--- config.mk ---
export PLATFORM = sky130hd
export DESIGN_NAME = exec_controller_flat
export DESIGN_NICKNAME = d
export VERILOG_FILES = /design/src/rtl/exec_controller_pkg.sv /design/src/rtl/exec_controller_if.sv /design/src/rtl/exec_controller.sv /design/src/flat_wrapper.sv
export SDC_FILE = /design/constraint.sdc
export NUM_CORES = 1
export LEC_CHECK = 0
export BUFFER_PORTS_ARGS = -buffer_cell sky130_fd_sc_hd__buf_2
export CAP_MARGIN = 20
export CORE_AREA = 3 3 89 91
export DETAILED_ROUTE_END_ITERATION = 8
export DIE_AREA = 0 0 92 94
export PLACE_DENSITY = 0.84
export SETUP_SLACK_MARGIN = 0.2
export SLEW_MARGIN = 25
export SYNTH_ARGS = -nofsm -noshare
export SYNTH_HDL_FRONTEND = slang
export SYNTH_SLANG_ARGS = --single-unit
--- constraint.sdc ---
create_clock -name clk -period 2.1 [get_ports clk]
set_clock_uncertainty 0.05 [all_clocks]
set_input_delay 0.42 -clock clk [delete_from_list [all_inputs] [get_ports clk]]
set_output_delay 0.42 -clock clk [all_outputs]
set_load 0.02 [all_outputs]
--- src/rtl/exec_controller_pkg.sv ---
// Shared types and constants for the program-sequencing execution controller.
// Holds the FSM encoding, opcode limits, watchdog limit and instruction field slices.
package exec_controller_pkg;

   typedef enum logic [2:0] {
      IDLE   = 3'd0,
      FETCH  = 3'd1,
      LATCH  = 3'd2,
      CLEAR  = 3'd3,
      EXEC   = 3'd4,
      RETIRE = 3'd5,
      FINISH = 3'd6
   } state_t;

   localparam logic [3:0] OP_GCD         = 4'hB;
   localparam logic [3:0] OP_MAX_VALID   = 4'hB;
   localparam logic [7:0] WATCHDOG_LIMIT = 8'd255;

   // Instruction word layout: {opcode, a, b}
   localparam int OPC_MSB = 19;
   localparam int OPC_LSB = 16;
   localparam int A_MSB   = 15;
   localparam int A_LSB   = 8;
   localparam int B_MSB   = 7;
   localparam int B_LSB   = 0;

   function automatic logic opcode_valid(input logic [3:0] op);
      return op <= OP_MAX_VALID;
   endfunction

endpackage

--- src/rtl/exec_controller_if.sv ---
// Instruction-memory and datapath bus between the controller (master) and
// the memory/datapath side (slave).
interface exec_controller_if #(
   parameter int WIDTH     = 16,
   parameter int INSTR_LEN = 20,
   parameter int ADDR      = 5
);
   logic [ADDR-1:0]      instr_addr;
   logic [INSTR_LEN-1:0] instr_data;
   logic [3:0]           opcode;
   logic [7:0]           a;
   logic [7:0]           b;
   logic                 go;
   logic                 enable;
   logic                 invalid_opcode;
   logic [WIDTH-1:0]     dp_result;
   logic                 dp_done;

   // go clears the datapath, then exactly one of enable / invalid_opcode is
   // held until dp_done; the three controls are mutually exclusive.
   modport master (
      output instr_addr, opcode, a, b, go, enable, invalid_opcode,
      input  instr_data, dp_result, dp_done
   );

   modport slave (
      input  instr_addr, opcode, a, b, go, enable, invalid_opcode,
      output instr_data, dp_result, dp_done
   );
endinterface

--- src/rtl/exec_controller.sv ---
// Runs a program of num_instr instructions from address 0 through an external
// datapath, retiring one result per instruction, with an EXEC watchdog.
module exec_controller
   import exec_controller_pkg::*;
#(
   parameter int WIDTH     = 16,
   parameter int INSTR_LEN = 20,
   parameter int ADDR      = 5
) (
   input  logic              clk,
   input  logic              reset,
   input  logic              start,
   input  logic [ADDR:0]     num_instr,
   exec_controller_if.master bus,
   output logic [WIDTH-1:0]  result_out,
   output logic [ADDR-1:0]   result_idx,
   output logic              result_valid,
   output logic              result_invalid,
   output logic              busy,
   output logic              done,
   output logic              error,
   output state_t            state_dbg
);

   state_t               state;
   logic [ADDR-1:0]      pc;
   logic [ADDR-1:0]      last_pc;
   logic [7:0]           wd;
   logic                 instr_invalid;
   logic [INSTR_LEN-1:0] instr_word;

   assign instr_word = bus.instr_data;
   assign state_dbg  = state;

   always_ff @(posedge clk or posedge reset) begin
      if (reset) begin
         state              <= IDLE;
         pc                 <= '0;
         last_pc            <= '0;
         wd                 <= '0;
         instr_invalid      <= 1'b0;
         bus.instr_addr     <= '0;
         bus.opcode         <= '0;
         bus.a              <= '0;
         bus.b              <= '0;
         bus.go             <= 1'b0;
         bus.enable         <= 1'b0;
         bus.invalid_opcode <= 1'b0;
         result_out         <= '0;
         result_idx         <= '0;
         result_valid       <= 1'b0;
         result_invalid     <= 1'b0;
         busy               <= 1'b0;
         done               <= 1'b0;
         error              <= 1'b0;
      end else begin
         case (state)
            IDLE: begin
               if (start) begin
                  error <= 1'b0;
                  if (num_instr == '0) begin
                     done  <= 1'b1;
                     state <= FINISH;
                  end else begin
                     last_pc        <= ADDR'(num_instr - 1'b1);
                     pc             <= '0;
                     bus.instr_addr <= '0;
                     busy           <= 1'b1;
                     state          <= FETCH;
                  end
               end
            end
            FETCH: state <= LATCH;
            LATCH: begin
               bus.opcode    <= instr_word[OPC_MSB:OPC_LSB];
               bus.a         <= instr_word[A_MSB:A_LSB];
               bus.b         <= instr_word[B_MSB:B_LSB];
               instr_invalid <= !opcode_valid(instr_word[OPC_MSB:OPC_LSB]);
               bus.go        <= 1'b1;
               state         <= CLEAR;
            end
            CLEAR: begin
               bus.go             <= 1'b0;
               bus.enable         <= !instr_invalid;
               bus.invalid_opcode <= instr_invalid;
               wd                 <= '0;
               state              <= EXEC;
            end
            EXEC: begin
               wd <= wd + 8'd1;
               if (bus.dp_done) begin
                  bus.enable         <= 1'b0;
                  bus.invalid_opcode <= 1'b0;
                  result_valid       <= 1'b1;
                  result_out         <= bus.dp_result;
                  result_idx         <= pc;
                  result_invalid     <= instr_invalid;
                  state              <= RETIRE;
               end else if (wd == WATCHDOG_LIMIT - 8'd1) begin
                  // Datapath never answered: abandon the run without retiring.
                  bus.enable         <= 1'b0;
                  bus.invalid_opcode <= 1'b0;
                  error              <= 1'b1;
                  busy               <= 1'b0;
                  done               <= 1'b1;
                  state              <= FINISH;
               end
            end
            RETIRE: begin
               result_valid <= 1'b0;
               if (pc == last_pc) begin
                  busy  <= 1'b0;
                  done  <= 1'b1;
                  state <= FINISH;
               end else begin
                  pc             <= pc + 1'b1;
                  bus.instr_addr <= pc + 1'b1;
                  state          <= FETCH;
               end
            end
            FINISH: begin
               done  <= 1'b0;
               state <= IDLE;
            end
            default: state <= IDLE;
         endcase
      end
   end

endmodule

--- src/flat_wrapper.sv ---
// flat-port wrapper written by rule: the top's interface ports become plain ports
module exec_controller_flat import exec_controller_pkg::*;
#(
   parameter int WIDTH     = 16,
   parameter int INSTR_LEN = 20,
   parameter int ADDR      = 5
)
  (clk, reset, start, num_instr, result_out, result_idx, result_valid, result_invalid, busy, done, error, state_dbg, bus_instr_addr, bus_opcode, bus_a, bus_b, bus_go, bus_enable, bus_invalid_opcode, bus_instr_data, bus_dp_result, bus_dp_done);
  exec_controller_if #(.WIDTH(WIDTH), .INSTR_LEN(INSTR_LEN), .ADDR(ADDR)) bus_i ();
  input  logic clk;
  input  logic reset;
  input  logic start;
  input  logic [ADDR:0] num_instr;
  output logic [WIDTH-1:0] result_out;
  output logic [ADDR-1:0] result_idx;
  output logic result_valid;
  output logic result_invalid;
  output logic busy;
  output logic done;
  output logic error;
  output state_t state_dbg;
  output wire logic [$bits(bus_i.instr_addr)-1:0] bus_instr_addr;
  output wire logic [$bits(bus_i.opcode)-1:0] bus_opcode;
  output wire logic [$bits(bus_i.a)-1:0] bus_a;
  output wire logic [$bits(bus_i.b)-1:0] bus_b;
  output wire logic [$bits(bus_i.go)-1:0] bus_go;
  output wire logic [$bits(bus_i.enable)-1:0] bus_enable;
  output wire logic [$bits(bus_i.invalid_opcode)-1:0] bus_invalid_opcode;
  input wire logic [$bits(bus_i.instr_data)-1:0] bus_instr_data;
  input wire logic [$bits(bus_i.dp_result)-1:0] bus_dp_result;
  input wire logic [$bits(bus_i.dp_done)-1:0] bus_dp_done;
  assign bus_instr_addr = bus_i.instr_addr;
  assign bus_opcode = bus_i.opcode;
  assign bus_a = bus_i.a;
  assign bus_b = bus_i.b;
  assign bus_go = bus_i.go;
  assign bus_enable = bus_i.enable;
  assign bus_invalid_opcode = bus_i.invalid_opcode;
  assign bus_i.instr_data = bus_instr_data;
  assign bus_i.dp_result = bus_dp_result;
  assign bus_i.dp_done = bus_dp_done;
  exec_controller #(.WIDTH(WIDTH), .INSTR_LEN(INSTR_LEN), .ADDR(ADDR)) u_core (.clk(clk), .reset(reset), .start(start), .num_instr(num_instr), .bus(bus_i), .result_out(result_out), .result_idx(result_idx), .result_valid(result_valid), .result_invalid(result_invalid), .busy(busy), .done(done), .error(error), .state_dbg(state_dbg));
endmodule
# After elaboration in Yosys (flattened, before gate mapping)
# Index checks and enable logic that the tools add are counted.
[classes]
order_cmp = 1
div_mod_pow = 0
muxes = 31
n_shift = 0
reduce_logical = 20
eq_ne = 17
addsub = 3
multipliers = 0
bitwise_logic = 1
[ops]
columns = ["op", "n"]
rows = [
  ["one-hot mux 3 bit (6 select lines)", 1],
  ["one-hot mux 8 bit (2 select lines)", 1],
  ["two-way mux 3 bit", 5],
  ["two-way mux 5 bit", 3],
  ["two-way mux 1 bit", 13],
  ["AND reduction 6 bit", 2],
  ["inequality test 2 bit (second input constant)", 5],
  ["one-hot mux 1 bit (2 select lines)", 5],
  ["one-hot mux 5 bit (2 select lines)", 1],
  ["nonzero test 2 bit", 5],
  ["== test 3 bit (second input constant)", 3],
  ["adder 8 x 1 -> 8 bit (second input constant)", 1],
  ["== test 8 bit (second input constant)", 1],
  ["AND reduction 2 bit", 4],
  ["AND reduction 4 bit", 2],
  ["== test 3 x 2 -> 1 bit (second input constant)", 2],
  ["zero test 6 bit", 1],
  ["inequality test 2 x 1 -> 1 bit (second input constant)", 3],
  ["adder 5 x 1 -> 5 bit (second input constant)", 1],
  ["== test 5 bit", 1],
  ["subtractor 5 x 1 -> 5 bit (second input constant)", 1],
  ["<= comparator 4 bit (second input constant)", 1],
  ["one-hot mux 1 bit (4 select lines)", 1],
  ["nonzero test 4 bit", 1],
  ["other kinds (8)", 9],
]
[word_totals]
ram_bits = 0
romBits = 0
latch_bits = 0
out_inout_bits = 57
n_memories = 0
ff_bits = 71

# Logic depth before layout (Yosys ltp)
[depth]
ltp_word = 4
depth_mapped = 7
depth_no_buf = 6

# Worst setup path after synthesis
# Ideal clock, no wire load.
[synth_path]
path_kind = "register to register"
startpoint = "register u_core.state[2], in the netlist u_core.state_dbg[2]"
endpoint = "register u_core.result_out[10]"
t_arrival_ps = 1740
n_path_buf = 3
slack_ps = 185
setup_time_ps = 125
stages_incl_launch_ff = 7
t_required_ps = 1925
synth_period_minus_slack_ps = 1915
cell_sequence = "dfrtp_1 -> buf_2 -> nor3b_2 -> and2_1 -> buf_2 -> buf_6 -> mux2_2"
[synth_between]
elab_chain_len = 2
[synth_rtl]
columns = ["item", "line", "text"]
rows = [
  ["start: declaration", "exec_controller.sv:25", "state_t state;"],
  ["start signal: assignment", "exec_controller.sv:37", "state <= IDLE;"],
  ["start signal: assignment", "exec_controller.sv:63", "state <= FINISH;"],
  ["start signal: assignment", "exec_controller.sv:69", "state <= FETCH;"],
  ["== test 3 bit", "exec_controller.sv:57", "case (state)"],
  ["AND reduction 2 bit (no source line)", "-", ""],
  ["end signal: assignment", "exec_controller.sv:95", "result_out <= bus.dp_result;"],
  ["end: declaration", "exec_controller.sv:15", "output logic [WIDTH-1:0] result_out,"],
]
# No other way between the ends.
# A chain may end at the register's enable or synchronous reset.

# Worst setup path in the final report
[layout_path]
startpoint = "register u_core.state[0], in the netlist u_core.state_dbg[0]"
endpoint = "register u_core.pc[0]"
[layout_between]
elab_chain_len = 3
word_cells_on_any_way = 8
[layout_rtl]
columns = ["item", "line", "text"]
rows = [
  ["== test 3 bit / zero test 3 bit (equally long branches)", "exec_controller.sv:57", ""],
  ["inequality test 2 bit (no source line) / nonzero test 2 bit (equally long branches)", "-", ""],
  ["AND reduction 4 bit (no source line)", "-", ""],
  ["end signal: assignment", "exec_controller.sv:116", "pc <= pc + 1'b1;"],
  ["end: declaration", "exec_controller.sv:26", "logic [ADDR-1:0] pc;"],
]
# Parallel ways exist; a longest one is shown, timed or not.

==> results.sh <==
export IMPL_use_met3_pct=3.69
export IMPL_worst_r2r_path_depth=4
export IMPL_netlist_top_cell_by_area="dfrtp_1"
export IMPL_cp_max_fo=7
export IMPL_gr_usage_met1_pct=21.4
export IMPL_endpoint="u_core.pc[0]"
export IMPL_layout_nets=434
export IMPL_p_total_uw=6300
export IMPL_ir_worst_vdd_uv=851
export IMPL_synthArstFlopShare_pct=100
export IMPL_path_depth=4
export IMPL_required_ns=2.27
export IMPL_hpwlAfterDp_um=5370
export IMPL_maxSlewHeadroom_pct=73.1
export IMPL_holdCritPathClass="in -> async"
export IMPL_cts_sinks=71
export IMPL_crit_chain="or4b_4, a21oi_4, o22ai_1, mux2_2"
export IMPL_reg2reg_from="u_core.state_dbg[0]"
export IMPL_gp_congestion=0.862
export IMPL_postCtsSetupRepairBufs=0
export IMPL_drc_errors=0
export IMPL_ys_top_cells_by_area="dfrtp_1, mux2_2, a21oi_1"
export IMPL_yosysWarnings=0
export IMPL_grt_antenna_before_repair=0
export IMPL_cp_top_family="simple AND/OR/NAND/NOR gates"
export IMPL_rows=31
export IMPL_first_pass_iters=4
export IMPL_dp_cells=472
export IMPL_crit_arrival_ns=1.97
export IMPL_layout_drive_gt1_share_pct=45.1
export IMPL_fin_cells=487
export IMPL_dpl_cell_area_mm2=0.00393
export IMPL_r2r_end="u_core.pc[0]"
export IMPL_start_kind="flop"
export IMPL_synth_edf_count=0
export IMPL_grt_overflow=0
export IMPL_grt_busiest_layer="met2"
export IMPL_status="finished, final reports clean"
export IMPL_final_cell_mix="buf_2, dfrtp_1, mux2_2"
export IMPL_max_freq_ghz=0.555
export IMPL_hold_buffers=0
export IMPL_ys_ff_latch=71
export IMPL_fin_util_pct=57.4
export IMPL_area_growth_pct=26.7
export IMPL_synth_top_area_share_pct=54.4
export IMPL_cp_end_kind="flop"
export IMPL_routed_wl_um=7540
export IMPL_die_w_um=92
export IMPL_yosysUniqueCellTypes=44
export IMPL_final_area_mm2=0.00414
export IMPL_seq_area_frac_synth_pct=54.4
export IMPL_rsz0062_at_grt="false"
export IMPL_ant_nets=0
export IMPL_reg2reg_slack_ns=0.30
export IMPL_cellLeakagePower_uw=0.00196
export IMPL_boundaryPins=103
export IMPL_synthesis_nets=328
export IMPL_post_route_period_util_pct=85.8
export IMPL_core_mm2=0.00721
export IMPL_clk_pin_slew_ns=0.08
export IMPL_tns_ns=0
export IMPL_tritoncts="yes"
export IMPL_setup_viol=0
export IMPL_drt_wirelength_per_cell_um=15.5
export IMPL_initial_utilization_pct=45.3
export IMPL_die_h_um=94
export IMPL_portBuffers=102
export IMPL_gr_usage_met2_pct=29.7
export IMPL_cts_max_level=3
export IMPL_power_density_mw_per_mm2=1520
export IMPL_clk_latency_ns=0.34
export IMPL_worstSetupPathType="reg -> reg"
export IMPL_route_vias_total=2576
export IMPL_crit_start="u_core.state_dbg[0]"
export IMPL_grt_pass1_wl_um=12000
export IMPL_crit_path_top_delay_cell="or4b_4"
export IMPL_fin_crit_ns=1.80
export IMPL_grt_pass1_vias=2607
export IMPL_ys_flop_type="dfrtp_1"
export IMPL_grt_util_all_layers_pct=17.7
export IMPL_worst_path_largest_cell_delay_ns=0.59
export IMPL_root_buffer="clkbuf_8"
export IMPL_postCtsResizedCells=0
export IMPL_synth_avg_cell_area_um2=11.8
export IMPL_hold_violations=0
export IMPL_maxCapViolations=0
export IMPL_final_common_cell="buf_2"
export IMPL_syn_cell_area_mm2=0.00327
export IMPL_path_buf_inv=0
export IMPL_drv_slew=0
export IMPL_clk_path_buf_depth=2
export IMPL_drt_iter0_drc=134
export IMPL_grt_max_degree=72
export IMPL_tightest_slew_ns=0.400
export IMPL_die_area_mm2=0.00865
export IMPL_via_per_inst=5.29
export IMPL_antenna_cells=0
export IMPL_synth_cells=278
export IMPL_numCtsBuffers=9
==> synthesized netlist by cell type, types with 7 or more instances <==
master and n:
dfrtp_1 71, mux2_2 41, nor2_1 17, a21oi_1 14, o21ai_0 14, nand2_1 13
nand3_1 9, inv_1 8, xnor2_1 8, clkbuf_1 7, o31ai_1 7
==> worst min-delay path, stage by stage <==
cell and delay, ns:
buf_2 0.11, clkinvlp_4 0.07, buf_12 0.31
==> worst min path at each step <==
stage,slack (ns),end,from
finish,0.12,u_core.bus.b[5],reset
global route,0.15,u_core.bus.b[0],reset
CTS,0.14,u_core.wd[4],reset
global placement,0.41,u_core.bus.go,u_core.bus.go
floorplan,0.40,u_core.wd[7],u_core.wd[7]
detailed placement,0.42,u_core.bus.a[1],u_core.bus.a[1]
==> flip-flops by register name, summed over array words and instances (netlist names), 3 cells and up <==
signal,cells
u_core.wd,8
u_core.bus.b,8
u_core.pc,5
u_core.bus.a,8
u_core.last_pc,5
u_core.bus.opcode,4
u_core.result_idx,5
u_core.state_dbg,3
u_core.result_out,16
==> metal layers <==
metal  vias to the layer above  share of wire (%)
met5                         -                  0
met4                         0                2.1
met3                        17                5.7
met2                        96                 50
met1                      1250                 42
li1                       1213                  -
==> stage by stage <==
stage	worst slack [ns]	hold WS (ns)
2_1_floorplan	0.233	0.402
3_3_place_gp	0.328	0.410
3_5_place_dp	0.270	0.421
4_1_cts	0.292	0.140
5_1_grt	0.250	0.152
6_report	0.298	0.124
==> layout make-up <==
cell class              instances  area, µm²
clock buffers                   9        124
clock inverters                 6       86.3
fillers                       641       3080
inverters                       8       33.8
multi-input cells             182       1370
flip-flops and latches         71       1780
well taps                      99        124
repair buffers                112        623
==> where the power goes <==
| group | leakage, µW | switching (µW) | internal (µW) | total, µW |
|---|---|---|---|---|
| Clock | 0.000105 | 514 | 660 | 1170 |
| Combinational | 0.000970 | 1610 | 1200 | 2800 |
| Sequential | 0.000881 | 377 | 1940 | 2320 |
| Total | 0.00196 | 2500 | 3800 | 6300 |
==> cell families (layout without fill, tap and decap cells) <==
kind of cell | after synthesis | in the layout | synth area share, %
muxes | 44 | 44 | 15.1
DFF | 71 | 71 | 54.4
adders and majority gates | 4 | 4 | 1.53
AOI/OAI and AO/OA | 57 | 57 | 11.3
and+or+nand+nor | 69 | 69 | 11.6
buffers and inverters | 25 | 135 | 3.91
xor gates and xnor gates | 8 | 8 | 2.14
(Power assumes the default switching activity.)
